--- config.mk ---
export PLATFORM = sky130hd
export DESIGN_NAME = bwt_sa_engine_flat
export DESIGN_NICKNAME = d
export VERILOG_FILES = /design/src/rtl/bwt_pkg.sv /design/src/rtl/bwt_if.sv /design/src/rtl/bwt_key_cmp.sv /design/src/rtl/bwt_sa_engine.sv /design/src/flat_wrapper.sv
export SDC_FILE = /design/constraint.sdc
export NUM_CORES = 1
export LEC_CHECK = 0
export CAP_MARGIN = 40
export CORE_ASPECT_RATIO = 2
export CORE_MARGIN = 2
export CORE_UTILIZATION = 45
export CTS_BUF_LIST = sky130_fd_sc_hd__clkbuf_4 sky130_fd_sc_hd__clkbuf_8
export CTS_CLUSTER_SIZE = 40
export DETAILED_ROUTE_END_ITERATION = 12
export PLACE_DENSITY_LB_ADDON = 0.08
export SLEW_MARGIN = 5
export SYNTH_ARGS = -nofsm -noshare
export SYNTH_HDL_FRONTEND = slang
export SYNTH_SLANG_ARGS = --single-unit
--- constraint.sdc ---
create_clock -name clk -period 13.9 [get_ports clk]
set_clock_uncertainty 0.05 [all_clocks]
set_input_delay 3.475 -clock clk [delete_from_list [all_inputs] [get_ports clk]]
set_output_delay 3.475 -clock clk [all_outputs]
set_load 0.01 [all_outputs]
--- src/rtl/bwt_pkg.sv ---
// -----------------------------------------------------------------------------
// bwt_pkg
// Shared types and constants for the cyclic BWT / suffix-array engine.
//   bwt_state_e        : engine FSM states
//   rank_w()           : width of a rank word, max(sym_w, clog2(n))
//   BWT_N_DEFAULT      : default block length
//   BWT_SYM_W_DEFAULT  : default symbol width
// -----------------------------------------------------------------------------
package bwt_pkg;

  localparam int BWT_N_DEFAULT     = 8;
  localparam int BWT_SYM_W_DEFAULT = 8;

  typedef enum logic [2:0] {
    IDLE,
    LOAD,
    RANK,
    COMMIT,
    SCATTER,
    EMIT
  } bwt_state_e;

  // A rank must hold either an initial symbol or a sorted position.
  function automatic int rank_w(input int sym_w, input int n);
    int idx_w;
    idx_w = $clog2(n);
    return (sym_w > idx_w) ? sym_w : idx_w;
  endfunction

endpackage

--- src/rtl/bwt_if.sv ---
// -----------------------------------------------------------------------------
// bwt_if
// Stream and control bundle of bwt_sa_engine.
//   start                : one-cycle start pulse (master -> engine)
//   in_valid/in_ready    : input symbol handshake, in_data index 0 first
//   out_valid/out_ready  : BWT output handshake, out_data / out_last
//   out_primary          : sorted position of rotation 0
//   busy / done          : status, done is a one-cycle completion pulse
// IDX_W must equal $clog2(N) of the engine it is connected to.
// -----------------------------------------------------------------------------
interface bwt_if
  import bwt_pkg::*;
#(
  parameter int SYM_W = BWT_SYM_W_DEFAULT,
  parameter int IDX_W = $clog2(BWT_N_DEFAULT)
) ();

  logic             start;
  logic             in_valid;
  logic             in_ready;
  logic [SYM_W-1:0] in_data;
  logic             out_valid;
  logic             out_ready;
  logic [SYM_W-1:0] out_data;
  logic             out_last;
  logic [IDX_W-1:0] out_primary;
  logic             busy;
  logic             done;

  modport master (
    output start, in_valid, in_data, out_ready,
    input  in_ready, out_valid, out_data, out_last, out_primary, busy, done
  );

  modport slave (
    input  start, in_valid, in_data, out_ready,
    output in_ready, out_valid, out_data, out_last, out_primary, busy, done
  );

endinterface

--- src/rtl/bwt_key_cmp.sv ---
// -----------------------------------------------------------------------------
// bwt_key_cmp
// Combinational comparator of two {hi, lo} rank pairs.
//   a_hi, a_lo : key A
//   b_hi, b_lo : key B
//   lt         : key A < key B
//   eq         : key A == key B
// -----------------------------------------------------------------------------
module bwt_key_cmp #(
  parameter int RANK_W = 8
) (
  input  logic [RANK_W-1:0] a_hi,
  input  logic [RANK_W-1:0] a_lo,
  input  logic [RANK_W-1:0] b_hi,
  input  logic [RANK_W-1:0] b_lo,
  output logic              lt,
  output logic              eq
);

  assign lt = {a_hi, a_lo} <  {b_hi, b_lo};
  assign eq = {a_hi, a_lo} == {b_hi, b_lo};

endmodule

--- src/rtl/bwt_sa_engine.sv ---
// -----------------------------------------------------------------------------
// bwt_sa_engine
// Cyclic Burrows-Wheeler transform of an N-symbol block. The rotation suffix
// array is built by prefix doubling (one key comparison per cycle), then the
// last column is streamed out in sorted order with the primary index.
//   clk, rst_n : clock, asynchronous active-low reset
//   bus        : bwt_if.slave (start, input stream, output stream, status)
// Build option: BWT_EARLY_EXIT_EN -- stop doubling as soon as a round leaves
// no equal keys. Results are identical; only latency changes.
// Equal rotations (periodic blocks) are ordered by ascending start index.
// -----------------------------------------------------------------------------
module bwt_sa_engine
  import bwt_pkg::*;
#(
  parameter int N     = BWT_N_DEFAULT,
  parameter int SYM_W = BWT_SYM_W_DEFAULT
) (
  input logic  clk,
  input logic  rst_n,
  bwt_if.slave bus
);

  localparam int IDX_W  = $clog2(N);
  localparam int RANK_W = rank_w(SYM_W, N);
  localparam int K_W    = IDX_W + 2;

  typedef logic [IDX_W-1:0]  idx_t;
  typedef logic [RANK_W-1:0] rank_t;

  localparam idx_t LAST_IDX = idx_t'(N - 1);

  if (N < 2) begin : g_bad_n
    $error("bwt_sa_engine: N must be at least 2");
  end

  bwt_state_e       state;
  logic [K_W-1:0]   k;
  idx_t             cnt;
  idx_t             p;
  idx_t             i_idx;
  idx_t             j_idx;
  rank_t            acc;

  logic [SYM_W-1:0] data_mem [N];
  rank_t            rank_mem [N];
  rank_t            nr_mem   [N];
  idx_t             sa_mem   [N];

  // (x + off) mod N; both operands are below N, so one subtract suffices.
  function automatic idx_t wrap_add(input idx_t x, input logic [K_W-1:0] off);
    logic [K_W-1:0] s;
    s = K_W'(x) + off;
    return (s >= K_W'(N)) ? idx_t'(s - K_W'(N)) : idx_t'(s);
  endfunction

  // (x + N - 1) mod N: index of the symbol preceding rotation x.
  function automatic idx_t pred_idx(input idx_t x);
    return (x == '0) ? LAST_IDX : idx_t'(x - 1'b1);
  endfunction

  // ---------------------------------------------------------------------------
  // Ranking datapath: compare key(j) against key(i)
  // ---------------------------------------------------------------------------
  idx_t       i_nxt;
  idx_t       j_nxt;
  idx_t       p_nxt;
  logic       key_lt;
  logic       key_eq;
  logic [K_W:0] k_dbl;
  logic       final_round;
  logic       inc;
  rank_t      acc_nxt;
  logic       early_exit;

  assign i_nxt = wrap_add(i_idx, k);
  assign j_nxt = wrap_add(j_idx, k);
  assign p_nxt = idx_t'(p + 1'b1);

  bwt_key_cmp #(.RANK_W(RANK_W)) u_key_cmp (
    .a_hi (rank_mem[j_idx]),
    .a_lo (rank_mem[j_nxt]),
    .b_hi (rank_mem[i_idx]),
    .b_lo (rank_mem[i_nxt]),
    .lt   (key_lt),
    .eq   (key_eq)
  );

  assign k_dbl       = {k, 1'b0};
  assign final_round = (k_dbl >= (K_W+1)'(N));
  // In the last round equal keys are broken by start index so the ranks
  // become a permutation even for periodic blocks.
  assign inc         = key_lt | (final_round & key_eq & (j_idx < i_idx));
  assign acc_nxt     = acc + rank_t'(inc);

`ifdef BWT_EARLY_EXIT_EN
  logic tie;
  assign early_exit = ~tie;
`else
  assign early_exit = 1'b0;
`endif

  // ---------------------------------------------------------------------------
  // Control FSM with registered outputs
  // ---------------------------------------------------------------------------
  // NOTE: state registers use non-blocking assignments so every flop samples
  // pre-edge values, independent of statement order.
  always_ff @(posedge clk or negedge rst_n) begin
    if (!rst_n) begin
      state           <= IDLE;
      k               <= '0;
      cnt             <= '0;
      p               <= '0;
      i_idx           <= '0;
      j_idx           <= '0;
      acc             <= '0;
      bus.in_ready    <= 1'b0;
      bus.out_valid   <= 1'b0;
      bus.out_data    <= '0;
      bus.out_last    <= 1'b0;
      bus.out_primary <= '0;
      bus.busy        <= 1'b0;
      bus.done        <= 1'b0;
`ifdef BWT_EARLY_EXIT_EN
      tie             <= 1'b0;
`endif
    end else begin
      bus.done <= 1'b0;
      case (state)
        IDLE: begin
          if (bus.start) begin
            state        <= LOAD;
            cnt          <= '0;
            bus.in_ready <= 1'b1;
            bus.busy     <= 1'b1;
          end
        end

        LOAD: begin
          if (bus.in_valid && bus.in_ready) begin
            if (cnt == LAST_IDX) begin
              state        <= RANK;
              cnt          <= '0;
              k            <= K_W'(1);
              i_idx        <= '0;
              j_idx        <= '0;
              acc          <= '0;
              bus.in_ready <= 1'b0;
            end else begin
              cnt <= idx_t'(cnt + 1'b1);
            end
          end
        end

        RANK: begin
`ifdef BWT_EARLY_EXIT_EN
          if (key_eq && (j_idx != i_idx)) tie <= 1'b1;
`endif
          if (j_idx == LAST_IDX) begin
            j_idx <= '0;
            acc   <= '0;
            if (i_idx == LAST_IDX) begin
              i_idx <= '0;
              state <= COMMIT;
            end else begin
              i_idx <= idx_t'(i_idx + 1'b1);
            end
          end else begin
            j_idx <= idx_t'(j_idx + 1'b1);
            acc   <= acc_nxt;
          end
        end

        COMMIT: begin
          k <= k << 1;
          if (final_round || early_exit) begin
            state <= SCATTER;
            cnt   <= '0;
          end else begin
            state <= RANK;
`ifdef BWT_EARLY_EXIT_EN
            tie   <= 1'b0;
`endif
          end
        end

        SCATTER: begin
          bus.out_primary <= idx_t'(rank_mem[0]);
          // The rotation landing in sorted slot 0 supplies the first symbol.
          if (rank_mem[cnt] == '0) bus.out_data <= data_mem[pred_idx(cnt)];
          if (cnt == LAST_IDX) begin
            state         <= EMIT;
            cnt           <= '0;
            p             <= '0;
            bus.out_valid <= 1'b1;
            bus.out_last  <= 1'b0;
          end else begin
            cnt <= idx_t'(cnt + 1'b1);
          end
        end

        EMIT: begin
          if (bus.out_ready) begin
            if (p == LAST_IDX) begin
              state         <= IDLE;
              p             <= '0;
              bus.out_valid <= 1'b0;
              bus.out_last  <= 1'b0;
              bus.out_data  <= '0;
              bus.busy      <= 1'b0;
              bus.done      <= 1'b1;
            end else begin
              p            <= p_nxt;
              bus.out_data <= data_mem[pred_idx(sa_mem[p_nxt])];
              bus.out_last <= (p_nxt == LAST_IDX);
            end
          end
        end

        default: state <= IDLE;
      endcase
    end
  end

  // ---------------------------------------------------------------------------
  // Register arrays
  // ---------------------------------------------------------------------------
  // NOTE: the arrays carry no reset; every entry is written before it is read
  // in each block, so a reset network on them would buy nothing.
  always_ff @(posedge clk) begin
    if (state == LOAD && bus.in_valid && bus.in_ready) begin
      data_mem[cnt] <= bus.in_data;
      rank_mem[cnt] <= rank_t'(bus.in_data);
    end
    if (state == RANK && j_idx == LAST_IDX) nr_mem[i_idx] <= acc_nxt;
    if (state == COMMIT) begin
      for (int x = 0; x < N; x++) rank_mem[x] <= nr_mem[x];
    end
    if (state == SCATTER) sa_mem[idx_t'(rank_mem[cnt])] <= cnt;
  end

endmodule
--- src/flat_wrapper.sv ---
// flat-port wrapper written by rule: the top's interface ports become plain ports
module bwt_sa_engine_flat import bwt_pkg::*;
#(
  parameter int N     = BWT_N_DEFAULT,
  parameter int SYM_W = BWT_SYM_W_DEFAULT
)
  (clk, rst_n, bus_start, bus_in_valid, bus_in_data, bus_out_ready, bus_in_ready, bus_out_valid, bus_out_data, bus_out_last, bus_out_primary, bus_busy, bus_done);
  bwt_if #(.SYM_W(SYM_W)) bus_i ();
  input logic clk;
  input logic rst_n;
  input wire logic [$bits(bus_i.start)-1:0] bus_start;
  input wire logic [$bits(bus_i.in_valid)-1:0] bus_in_valid;
  input wire logic [$bits(bus_i.in_data)-1:0] bus_in_data;
  input wire logic [$bits(bus_i.out_ready)-1:0] bus_out_ready;
  output wire logic [$bits(bus_i.in_ready)-1:0] bus_in_ready;
  output wire logic [$bits(bus_i.out_valid)-1:0] bus_out_valid;
  output wire logic [$bits(bus_i.out_data)-1:0] bus_out_data;
  output wire logic [$bits(bus_i.out_last)-1:0] bus_out_last;
  output wire logic [$bits(bus_i.out_primary)-1:0] bus_out_primary;
  output wire logic [$bits(bus_i.busy)-1:0] bus_busy;
  output wire logic [$bits(bus_i.done)-1:0] bus_done;
  assign bus_i.start = bus_start;
  assign bus_i.in_valid = bus_in_valid;
  assign bus_i.in_data = bus_in_data;
  assign bus_i.out_ready = bus_out_ready;
  assign bus_in_ready = bus_i.in_ready;
  assign bus_out_valid = bus_i.out_valid;
  assign bus_out_data = bus_i.out_data;
  assign bus_out_last = bus_i.out_last;
  assign bus_out_primary = bus_i.out_primary;
  assign bus_busy = bus_i.busy;
  assign bus_done = bus_i.done;
  bwt_sa_engine #(.N(N), .SYM_W(SYM_W)) u_core (.clk(clk), .rst_n(rst_n), .bus(bus_i));
endmodule
==> report_table.html <==
<table>
<tr><th>Metric</th><th>Value</th></tr>
<tr><th colspan="2">Run status</th></tr>
<tr><td>Status</td><td>complete, no violations</td></tr>
<tr><th colspan="2">Global routing</th></tr>
<tr><td>Wire length of the first global-routing pass</td><td>62.3 mm</td></tr>
<tr><td>Remaining Overflow, GRT</td><td>0</td></tr>
<tr><td>Vias in the first global route</td><td>9404</td></tr>
<tr><td>Antenna violations before repair</td><td>2</td></tr>
<tr><td>GR Util All Layers</td><td>27.3%</td></tr>
<tr><td>Pin count of the biggest net entering global routing</td><td>70</td></tr>
<tr><th colspan="2">Drt</th></tr>
<tr><td>DRC violations left</td><td>0</td></tr>
<tr><td>Routed wire length per instance</td><td>around 31 um</td></tr>
<tr><td>Routed via count divided by cell count</td><td>6.45</td></tr>
<tr><td>Total wire length</td><td>roughly 43 mm</td></tr>
<tr><td>Via Count</td><td>8771</td></tr>
<tr><td>Antenna Nets Post-Route</td><td>0</td></tr>
<tr><td>Count of TritonRoute iterations in the first routing pass</td><td>5</td></tr>
<tr><td>Detailed Route Iter0 Violations</td><td>768</td></tr>
<tr><th colspan="2">Yosys</th></tr>
<tr><td>Count of state elements after synthesis</td><td>260</td></tr>
<tr><td>EDFF count, synth</td><td>216</td></tr>
<tr><td>Number of nets produced by synthesis</td><td>about 990</td></tr>
<tr><td>Area share of the leading cell type in the synthesized netlist</td><td>roughly half</td></tr>
<tr><td>Ranking of synthesized cells by area</td><td>sky130_fd_sc_hd__edfxtp_1, sky130_fd_sc_hd__mux4_2, sky130_fd_sc_hd__dfrtp_1</td></tr>
<tr><td>Sequential cell area fraction in the yosys report</td><td>56.3%</td></tr>
<tr><td>Synth area leader</td><td>sky130_fd_sc_hd__edfxtp_1</td></tr>
<tr><td>Prevailing post-synth register cell</td><td>sky130_fd_sc_hd__edfxtp_1</td></tr>
<tr><td>Gate count after technology mapping</td><td>941</td></tr>
<tr><td>Share of flip-flops with an asynchronous set or reset</td><td>16.9%</td></tr>
<tr><td>Yosys warning total</td><td>0</td></tr>
<tr><td>Post-synthesis instance area</td><td>about 13000 um^2</td></tr>
<tr><td>Count of unique library cells instantiated by Yosys</td><td>65</td></tr>
<tr><td>Most frequent cells after synthesis</td><td>sky130_fd_sc_hd__edfxtp_1, sky130_fd_sc_hd__mux4_2, sky130_fd_sc_hd__a21o_1</td></tr>
<tr><td>Leading cell type by number of instances after synthesis</td><td>sky130_fd_sc_hd__edfxtp_1</td></tr>
<tr><td>Post-Syn Area per Cell</td><td>around 14 um^2</td></tr>
<tr><th colspan="2">STA</th></tr>
<tr><td>Minimum period implied by the final worst setup slack</td><td>6070 ps</td></tr>
<tr><td>Remaining max-slew budget at the tightest pin</td><td>40.6%</td></tr>
<tr><td>Final max-slew violation count</td><td>0</td></tr>
<tr><td>Final worst setup slack</td><td>7830 ps</td></tr>
<tr><td>Fmax</td><td>roughly 160 MHz</td></tr>
<tr><td>Period Utilization, post-route</td><td>43.7%</td></tr>
<tr><td>Sum of negative setup slack</td><td>0 ps</td></tr>
<tr><td>Hold violation count in the final report</td><td>0</td></tr>
<tr><td>Unrepaired setup endpoints after global routing</td><td>no</td></tr>
<tr><td>Endpoints failing setup</td><td>0</td></tr>
<tr><td>Worst Tran Pin Value</td><td>889 ps</td></tr>
<tr><th colspan="2">Clock tree</th></tr>
<tr><td>CTS tree</td><td>done</td></tr>
<tr><td>Inserted Clock Buffers</td><td>38</td></tr>
<tr><td>Clock H-tree levels</td><td>2</td></tr>
<tr><td>Quantity of gates resized following cts</td><td>0</td></tr>
<tr><td>Post-CTS setup repair buffer count</td><td>0</td></tr>
<tr><td>Hold-fix buffers, CTS</td><td>0</td></tr>
<tr><td>TritonCTS sink count</td><td>between 200 and 300</td></tr>
<tr><td>Clk slew on worst S/H paths</td><td>70 ps</td></tr>
<tr><td>Clock root cell</td><td>sky130_fd_sc_hd__clkbuf_8</td></tr>
<tr><td>Max Buffers Root-to-Sink</td><td>3</td></tr>
<tr><td>Worst skew pair latency</td><td>560 ps</td></tr>
<tr><th colspan="2">Setup path</th></tr>
<tr><td>Cell repeated most along the worst path</td><td>sky130_fd_sc_hd__and3_1</td></tr>
<tr><td>Largest fanout of any net on the critical path</td><td>25</td></tr>
<tr><td>Worst flop-to-flop path startpoint</td><td>u_core.i_idx[1]</td></tr>
<tr><td>Element type at the critical path end</td><td>register</td></tr>
<tr><td>WP buf/inv</td><td>3</td></tr>
<tr><td>Endpoint required time on the critical path</td><td>around 14000 ps</td></tr>
<tr><td>Startpoint kind of the worst setup timing path</td><td>register</td></tr>
<tr><td>Arrival time at the worst endpoint</td><td>6250 ps</td></tr>
<tr><td>Crit path kind</td><td>reg2reg</td></tr>
<tr><td>Standard cell with the maximum stage delay on the critical path</td><td>sky130_fd_sc_hd__xor2_1</td></tr>
<tr><td>Crit path max-delay family</td><td>XOR/XNOR gates</td></tr>
<tr><td>Critical path cell sequence</td><td>buf_4 &gt; inv_1 &gt; fa_1 &gt; xnor2_1 &gt; xnor2_1 &gt; buf_4 &gt; mux4_2 &gt; mux2i_1 &gt; ha_1 &gt; o21a_1 &gt; o21ai_1 &gt; nand3b_1 &gt; a311oi_1 &gt; o21a_1 &gt; ha_1 &gt; and3_1 &gt; and3_1 &gt; and3_1 &gt; xor2_1</td></tr>
<tr><td>Launching element of the worst setup path</td><td>u_core.i_idx[1]</td></tr>
<tr><td>Max incr delay on CP</td><td>670 ps</td></tr>
<tr><th colspan="2">Power and ir drop</th></tr>
<tr><td>Leakage component of the power</td><td>0.00549 uW</td></tr>
<tr><td>VDD IR max</td><td>between 0.15 and 0.2 mV</td></tr>
<tr><td>Power per Cell Area</td><td>251 nW/um^2</td></tr>
<tr><th colspan="2">Die</th></tr>
<tr><td>Die Area</td><td>31400 um^2</td></tr>
<tr><td>Effective utilization at floorplan</td><td>45.7%</td></tr>
<tr><td>Die Ht</td><td>249 um</td></tr>
<tr><td>I/O pins</td><td>29</td></tr>
<tr><td>Area of the core region</td><td>29500 um^2</td></tr>
<tr><td>X dimension of the die</td><td>126 um</td></tr>
<tr><td>Number of rows in the core area</td><td>89</td></tr>
<tr><th colspan="2">Final layout</th></tr>
<tr><td>Register cell area after layout</td><td>roughly 7600 um^2</td></tr>
<tr><td>Nets</td><td>1019</td></tr>
<tr><td>FILL cells</td><td>2526</td></tr>
<tr><td>Growth of design area from synthesis to finish</td><td>10.9%</td></tr>
<tr><td>Number of standard cells in the layout, taps in and fillers out</td><td>1360</td></tr>
<tr><td>Final core utilization</td><td>50.6%</td></tr>
<tr><td>Area of the multi-input gates</td><td>5560 um^2</td></tr>
<tr><td>Post-route cell area</td><td>14900 um^2</td></tr>
<tr><td>Share of cells above drive strength 1</td><td>21.2%</td></tr>
<tr><th colspan="2">Place</th></tr>
<tr><td>Number of placed instances with taps included</td><td>1293</td></tr>
<tr><td>Weighted congestion at the end of routability-driven global placement</td><td>1.07</td></tr>
<tr><td>Setup slack at placement</td><td>7590 ps</td></tr>
<tr><td>Hpwl dp</td><td>31.9 mm</td></tr>
<tr><td>IO buf count</td><td>28</td></tr>
<tr><td>Area of placed instances</td><td>14200 um^2</td></tr>
<tr><th colspan="2">Hold path</th></tr>
<tr><td>Critical hold path startpoint</td><td>u_core.bus.out_primary[1]</td></tr>
<tr><td>Hold crit path type</td><td>reg2reg</td></tr>
<tr><th colspan="2">Flow run</th></tr>
<tr><td>Number of max-capacitance violations reported</td><td>0</td></tr>
</table>
flip-flops by register name, summed over array words and instances (netlist names), 5 cells and up:
signal,flops
u_core.data_mem,64
u_core.nr_mem,64
u_core.acc,8
u_core.sa_mem,24
u_core.rank_mem,64
u_core.k,5
u_core.bus.out_data,8
area by class of cell:
class                      count  area share, %
multi-input combinational    596           37.2
inverter                      20          0.502
clock inverter                17          0.896
tap                          364           3.05
clock buffer                  48           4.09
sequential                   260           50.8
antenna                        2         0.0335
timing repair buffer          53           3.47
routing by layer:
metal,part of all wire [%],vias to the layer above,GRT usage (%)
li1,-,3788,-
met1,31,4425,25.7
met2,56,385,51.5
met3,4.1,173,4.10
met4,8.7,0,20.6
met5,0,-,0
stage by stage:
stage | power, uW | hold slack (ps)
6_report | 3750 | 443
5_1_grt | 3910 | 470
4_1_cts | 3730 | 458
3_5_place_dp | 3110 | 438
3_3_place_gp | 3050 | 419
2_1_floorplan | 2430 | 416
cell usage in the layout, fill, tap and decap left out, types with 6 or more instances in the layout:
cell type	n
sky130_fd_sc_hd__a21o_1	72
sky130_fd_sc_hd__a21oi_1	21
sky130_fd_sc_hd__a22o_1	13
sky130_fd_sc_hd__a22oi_1	10
sky130_fd_sc_hd__and2_1	10
sky130_fd_sc_hd__and3_1	8
sky130_fd_sc_hd__buf_4	20
sky130_fd_sc_hd__clkbuf_4	8
sky130_fd_sc_hd__clkbuf_8	40
sky130_fd_sc_hd__clkdlybuf4s50_1	27
sky130_fd_sc_hd__clkinv_1	7
sky130_fd_sc_hd__dfrtp_1	43
sky130_fd_sc_hd__edfxtp_1	216
sky130_fd_sc_hd__ha_1	35
sky130_fd_sc_hd__inv_1	12
sky130_fd_sc_hd__inv_2	8
sky130_fd_sc_hd__mux2_2	34
sky130_fd_sc_hd__mux2i_1	39
sky130_fd_sc_hd__mux4_2	80
sky130_fd_sc_hd__nand2_1	58
sky130_fd_sc_hd__nand3_1	15
sky130_fd_sc_hd__nor2_1	48
sky130_fd_sc_hd__nor3_1	17
sky130_fd_sc_hd__nor4_1	6
sky130_fd_sc_hd__o21ai_1	29
sky130_fd_sc_hd__o221ai_1	14
sky130_fd_sc_hd__xnor2_1	6
worst reg2reg max path: stages, from the launching register on:
cell	delay, ps
sky130_fd_sc_hd__dfrtp_1	320
sky130_fd_sc_hd__buf_4	350
sky130_fd_sc_hd__inv_1	270
sky130_fd_sc_hd__fa_1	470
sky130_fd_sc_hd__xnor2_1	150
sky130_fd_sc_hd__xnor2_1	420
sky130_fd_sc_hd__buf_4	330
sky130_fd_sc_hd__mux4_2	330
sky130_fd_sc_hd__mux2i_1	410
sky130_fd_sc_hd__ha_1	340
sky130_fd_sc_hd__o21a_1	110
sky130_fd_sc_hd__o21ai_1	110
sky130_fd_sc_hd__nand3b_1	90
sky130_fd_sc_hd__a311oi_1	330
sky130_fd_sc_hd__o21a_1	210
sky130_fd_sc_hd__ha_1	180
sky130_fd_sc_hd__and3_1	230
sky130_fd_sc_hd__and3_1	190
sky130_fd_sc_hd__and3_1	190
sky130_fd_sc_hd__xor2_1	670
cells by family after synthesis:
kind of cell / Yosys count / share of synthesized area (%)
AO/OA/AOI/OAI: 200 / 10.6
buffers and inverters: 85 / 2.54
adder cells (fa/ha/maj): 37 / 3.55
XOR/XNOR: 11 / 0.715
AND/OR/NAND/NOR: 191 / 6.82
flip-flops: 260 / 56.3
multiplexers: 157 / 19.5
where the power goes:
group / internal [uW] / switching [uW]
Combinational: 802 / 934
Sequential: 1100 / 294
Clock: 326 / 292
Total: 2230 / 1520
path summary, 6_finish.rpt:
path,end,slack [ps],cells after the start
max,u_core.nr_mem[4][7],7830,19
min,u_core.bus.out_primary[1],440,2
max reg2reg,u_core.nr_mem[4][7],7830,19
min reg2reg,u_core.bus.out_primary[1],440,2
max in group asynchronous,u_core.cnt[0],10340,2
min in group asynchronous,u_core.bus.out_data[5],2940,2
(Power assumes the default switching activity.)
